<file path="src/rtl/regfile_wb_arbiter.sv">
// Writeback arbiter for the single register-file write port: two one-entry holds
// (A = execute result, B = load data) drained oldest-first into registered D_En/D_Addr/D.
module regfile_wb_arbiter #(
  parameter int DW         = 32,
  parameter int AW         = 5,
  parameter int FIXED_PRIO = 0
) (
  input  logic          clk,
  input  logic          reset,
  input  logic          a_valid,
  input  logic [AW-1:0] a_addr,
  input  logic [DW-1:0] a_data,
  output logic          a_ready,
  input  logic          b_valid,
  input  logic [AW-1:0] b_addr,
  input  logic [DW-1:0] b_data,
  output logic          b_ready,
  output logic          D_En,
  output logic [AW-1:0] D_Addr,
  output logic [DW-1:0] D,
  input  logic [AW-1:0] S_Addr,
  input  logic [AW-1:0] T_Addr,
  output logic          s_pending,
  output logic          t_pending,
  output logic [4:0]    dbg_state
);

  // Handshake: a transfer happens on a rising edge where x_valid & x_ready are both 1;
  // x_ready depends only on registered state, never on x_valid.

  typedef enum logic [1:0] {
    AGE_SAME    = 2'b00,
    AGE_A_OLDER = 2'b01,
    AGE_B_OLDER = 2'b10
  } age_e;

  logic          hold_a_full_q, hold_a_full_d;
  logic          hold_b_full_q, hold_b_full_d;
  logic [AW-1:0] hold_a_addr_q, hold_a_addr_d;
  logic [AW-1:0] hold_b_addr_q, hold_b_addr_d;
  logic [DW-1:0] hold_a_data_q, hold_a_data_d;
  logic [DW-1:0] hold_b_data_q, hold_b_data_d;
  age_e          age_q, age_d;
  logic          rr_q, rr_d;
  logic          d_en_q, d_en_d;
  logic [AW-1:0] d_addr_q, d_addr_d;
  logic [DW-1:0] d_data_q, d_data_d;

  logic grant_a, grant_b, tie;
  logic acc_a, acc_b;

  // rr_q: 0 points at A, 1 at B; a same-age tie goes to the side not pointed at.
  always_comb begin
    grant_a = 1'b0;
    grant_b = 1'b0;
    tie     = 1'b0;
    unique case ({hold_a_full_q, hold_b_full_q})
      2'b10: grant_a = 1'b1;
      2'b01: grant_b = 1'b1;
      2'b11: begin
        if (age_q == AGE_A_OLDER) begin
          grant_a = 1'b1;
        end else if (age_q == AGE_B_OLDER) begin
          grant_b = 1'b1;
        end else begin
          tie = 1'b1;
          if ((FIXED_PRIO != 0) || rr_q) begin
            grant_a = 1'b1;
          end else begin
            grant_b = 1'b1;
          end
        end
      end
      default: ;
    endcase
  end

  assign a_ready = ~hold_a_full_q | grant_a;
  assign b_ready = ~hold_b_full_q | grant_b;
  assign acc_a   = a_valid & a_ready;
  assign acc_b   = b_valid & b_ready;

  always_comb begin
    hold_a_full_d = hold_a_full_q;
    hold_b_full_d = hold_b_full_q;
    hold_a_addr_d = hold_a_addr_q;
    hold_b_addr_d = hold_b_addr_q;
    hold_a_data_d = hold_a_data_q;
    hold_b_data_d = hold_b_data_q;
    age_d         = age_q;
    rr_d          = rr_q;
    d_en_d        = 1'b0;
    d_addr_d      = d_addr_q;
    d_data_d      = d_data_q;

    if (acc_a) begin
      hold_a_full_d = 1'b1;
      hold_a_addr_d = a_addr;
      hold_a_data_d = a_data;
    end else if (grant_a) begin
      hold_a_full_d = 1'b0;
    end

    if (acc_b) begin
      hold_b_full_d = 1'b1;
      hold_b_addr_d = b_addr;
      hold_b_data_d = b_data;
    end else if (grant_b) begin
      hold_b_full_d = 1'b0;
    end

    // The hold that was not refilled on this edge is the older one.
    if (hold_a_full_d && hold_b_full_d) begin
      if (acc_a && acc_b) begin
        age_d = AGE_SAME;
      end else if (acc_a) begin
        age_d = AGE_B_OLDER;
      end else if (acc_b) begin
        age_d = AGE_A_OLDER;
      end
    end else begin
      age_d = AGE_SAME;
    end

    if (tie) begin
      rr_d = ~rr_q;
    end

    // r0 is hardwired: its writes drain from the hold but never reach the port.
    if (grant_a && (hold_a_addr_q != '0)) begin
      d_en_d   = 1'b1;
      d_addr_d = hold_a_addr_q;
      d_data_d = hold_a_data_q;
    end else if (grant_b && (hold_b_addr_q != '0)) begin
      d_en_d   = 1'b1;
      d_addr_d = hold_b_addr_q;
      d_data_d = hold_b_data_q;
    end
  end

  always_ff @(posedge clk or negedge reset) begin
    if (!reset) begin
      hold_a_full_q <= 1'b0;
      hold_b_full_q <= 1'b0;
      hold_a_addr_q <= '0;
      hold_b_addr_q <= '0;
      hold_a_data_q <= '0;
      hold_b_data_q <= '0;
      age_q         <= AGE_SAME;
      rr_q          <= 1'b0;
      d_en_q        <= 1'b0;
      d_addr_q      <= '0;
      d_data_q      <= '0;
    end else begin
      hold_a_full_q <= hold_a_full_d;
      hold_b_full_q <= hold_b_full_d;
      hold_a_addr_q <= hold_a_addr_d;
      hold_b_addr_q <= hold_b_addr_d;
      hold_a_data_q <= hold_a_data_d;
      hold_b_data_q <= hold_b_data_d;
      age_q         <= age_d;
      rr_q          <= rr_d;
      d_en_q        <= d_en_d;
      d_addr_q      <= d_addr_d;
      d_data_q      <= d_data_d;
    end
  end

  assign D_En   = d_en_q;
  assign D_Addr = d_addr_q;
  assign D      = d_data_q;

  // Pending covers writes still held plus the one being committed this cycle.
  assign s_pending = (S_Addr != '0) &&
                     ((hold_a_full_q && (hold_a_addr_q == S_Addr)) ||
                      (hold_b_full_q && (hold_b_addr_q == S_Addr)) ||
                      (d_en_q && (d_addr_q == S_Addr)));
  assign t_pending = (T_Addr != '0) &&
                     ((hold_a_full_q && (hold_a_addr_q == T_Addr)) ||
                      (hold_b_full_q && (hold_b_addr_q == T_Addr)) ||
                      (d_en_q && (d_addr_q == T_Addr)));

  assign dbg_state = {hold_a_full_q, hold_b_full_q, age_q, rr_q};

endmodule

</file>
<file path="config.mk">
export PLATFORM = sky130hd
export DESIGN_NAME = regfile_wb_arbiter
export DESIGN_NICKNAME = d
export VERILOG_FILES = /design/src/rtl/regfile_wb_arbiter.sv
export SDC_FILE = /design/constraint.sdc
export NUM_CORES = 1
export LEC_CHECK = 0
export ABC_AREA = 0
export CORE_ASPECT_RATIO = 1.4
export CORE_MARGIN = 2
export CORE_UTILIZATION = 44
export DETAILED_ROUTE_END_ITERATION = 6
export PLACE_DENSITY = 0.78
export SYNTH_ARGS = -nofsm -noshare
export SYNTH_HDL_FRONTEND = slang
export SYNTH_SLANG_ARGS = --single-unit
</file>
<file path="constraint.sdc">
create_clock -name clk -period 1.6 [get_ports clk]
set_input_delay 0.4 -clock clk [delete_from_list [all_inputs] [get_ports clk]]
set_output_delay 0.4 -clock clk [all_outputs]
set_load 0.1 [all_outputs]
</file>
==> impl_results.md <==
* Top delay family on crit path: flip-flops
* XOR/XNOR share of the synthesized area at 5.26%
* Post-synth top cells: dfrtp_1 (117), mux2_2 (68), nand2_1 (39)
* Leak Pwr at 0.00419 uW
* Total global routing track utilization at 30.2%
* First-pass GRT wire length at 28000 um
* WL per Instance at ~27 um
* Die width at between 90 and 100 um
* Top cell type's share of synthesized area at 56.8%
* Finished Core Util at 83.5%
* Largest net degree at the start of global routing at 33
* Setup crit start kind: flop
* Final worst setup slack at -919 ps
* WL met3 at 1170 um
* Worst-Margin Slew at 459 ps
* First-pass DRT Iterations at 4
* Max-slew violation count at 0
* Final Hold Viols at 0
* Compound-cell area share of the yosys netlist at 5.05%
* CORE AREA at about 0.011 mm2
* Number of antenna violations at the first check in global routing at 1
* Synth Area in Adders at 0.485%
* Count leader, synth: dfrtp_1
* Antenna-violating nets left at 0
* CTS Buf Count at 17
* Dpl hpwl at 9670 um
* Placed Area at 0.00755 mm2
* Routed WL at ~21000 um
* Post-Synth Simple-Gate Area at 5.80%
* Power Density at around 2500 mW/mm2
* Port bufs at 134
* Post-route cell area at 0.00952 mm2
* Syn_nets at 490
* Most used DFF post-synth: dfrtp_1
* Crit Path Class: reg2out
* Clk_lat worst skew at 410 ps
* Residual DRC at 0
* Status: finished with violations
* Vias at 4351
* Bufs on Longest Clock Path at 2
* CTS clk-pin slew, worst paths at ~60 ps
* Flops & latches, synth at 117
* CP max FO at 4
* Metal-1 WL at 7270 um
* Seq/Total Area, Yosys at a little under three fifths
* Met2 WL at 11000 um
* YS warnings at 0
* H-tree levels at 4
* Worst Path Buf+Inv at 1
* CP Cell Sequence: xor2_1, nor4_2, a31oi_2, a21oi_4, buf_12
* Asr flop ratio synth at 100%
* Area Growth Syn to Fin at 84.6%
* CP Capture Type: output port
* Routability congestion estimate at 0.858
* Final Net Count at about 700
* Post-Layout Cell Count at 771
* Clk_skew at 11.9 ps
* Worst Path Arrival at 2120 ps
* WP data required at 1200 ps
* Grt total ovfl at 0
* Vias per inst at 5.64
* Period utilization at 157%
* Max IR drop VDD at 1380 uV
* DR top layer: met4
* Inst Count DP at around 700
* Critical path's largest stage delay at around 460 ps
* Final setup vio count at between 100 and 150
* Row count at 46
* Hold Slack at 485 ps
* EDFF count, synth at 0
* Die Span Y at roughly 130 um
* Max frequency at 397 MHz
* CP startpoint: hold_b_addr_q[0]$_DFFE_PN0P_
* HP Class: in2async
* Tmin final at 2520 ps
* Die Area at 0.0126 mm2
* Setup TNS at -76010 ps
* Cells after Synth at 400
* RSZ-0062 raised after global routing: true
* Largest family of logic cells by synthesized area: multiplexers
* Slew margin rel. at 69.4%
* Cell taking the most area after synthesis: dfrtp_1
* Mux cell area share after synthesis at 23.4%
* CTS tree: yes
* I/O pins at 135
* Cell Area, Synth at 0.00516 mm2
* Failing checks: negative setup slack
* CP max-delay cell: dfrtp_1
* Detailed Route Iter0 Violations at 233
* Synth cell types at 31
* Synth area leaders: dfrtp_1 (57%), mux2_2 (15%), mux2i_1 (6.8%)
* Max-Cap Viols at 0
* Mean post-synth cell area at approximately 13 um2
* Initial Util at approximately 45%
* RR Startpoint: age_q[0]$_DFFE_PN0P_
* Root buf cell: clkbuf_16
* Layout cells sized above 1 at between 50% and 60%
* Number of global-route vias before repair at 4853
* Flop-to-flop setup slack at -820 ps
* Clock sink total at roughly 120
==> layer usage <==
layer  GRT usage [%]  vias up
li1                -     1839
met1            33.5     2228
met2            53.9      204
met3            7.49       80
met4            12.5        0
met5               0        -
==> metrics by stage <==
stage,setup WS [ps],total power (uW)
global placement,-722,15200
CTS,-781,22300
finish,-919,23400
detailed placement,-805,15500
floorplan,-903,11300
global route,-952,24100
==> cell type report <==
cell class,instances,area (um2)
tap,144,180
fill,518,1880
timing repair buffer,215,3050
multi-input combinational,256,2680
antenna,1,2.50
inverter,6,22.5
clock inverter,11,173
sequential,117,2950
clock buffer,21,470
==> power by group <==
part | switching (uW) | internal, uW
registers | 1310 | 4080
logic | 7620 | 6280
clock network | 1420 | 2740
==> timing repair <==
item | in CTS | in global routing
hold endpoints to repair | 26 | 0
gates cloned | 18 | 4
pin swaps | 13 | 8
setup endpoints to repair | 120 | 125
hold buffers | 1 | 0
gates resized for setup | 107 | 84
buffers inserted | 19 | 7
==> logic make-up (layout without fill, tap and decap cells) <==
family | Yosys count | count (layout)
adders and majority gates | 2 | 2
buffers and inverters | 27 | 253
DFF | 117 | 117
other | 0 | 1
xor gates and xnor gates | 31 | 31
AOI/OAI and AO/OA | 45 | 45
muxes | 111 | 111
and+or+nand+nor | 67 | 67
==> state kept, by name, summed over array words and instances (netlist names) <==
name           count
D                 32
rr_q               1
hold_b_addr_q      5
age_q              2
hold_a_data_q     32
hold_b_full_q      1
D_En               1
hold_a_addr_q      5
hold_b_data_q     32
D_Addr             5
hold_a_full_q      1
==> path summary, 6_finish.rpt <==
kind                                                 end  depth (start not counted)
hold reg to reg            hold_a_data_q[13]$_DFFE_PN0P_                          1
hold / removal                         D[20]$_DFFE_PN0P_                          2
min in group clk           hold_a_data_q[13]$_DFFE_PN0P_                          1
max in group asynchronous          D_Addr[0]$_DFFE_PN0P_                          3
setup reg to reg                       D[10]$_DFFE_PN0P_                         12
setup / recovery                               s_pending                          5
==> worst register-to-register path: cells and delay by family (launching register included) <==
family                   cells  cell delay (ps)
AO/OA/AOI/OAI                3              610
adder cells (fa/ha/maj)      1              150
buffers and inverters        6              760
flip-flops                   1              490
AND/OR/NAND/NOR              2              310
==> placed cells by master, fill, tap and decap left out, drive strengths merged <==
cell type	Yosys	layout
clkbuf	2	24
and3	2	2
clkinv	0	5
xnor2	7	7
ha	2	2
a32o	2	2
nor2	7	7
bufinv	0	4
nand3	5	5
or4	2	2
dlygate4sd2	0	4
and2	1	1
o211ai	1	1
a31oi	2	2
clkdlybuf4s50	0	79
diode	0	1
and2b	1	1
inv	6	7
dfrtp	117	117
o31a	1	1
nor3	2	2
mux2i	35	35
dlygate4sd3	0	1
dlymetal6s2s	0	3
a32oi	1	1
buf	19	125
a21oi	2	2
xor2	24	24
o21ai	36	36
clkinvlp	0	1
mux2	76	76
nor4	6	6
nand2	41	41
No activity file was read; power rests on OpenSTA's default activity.
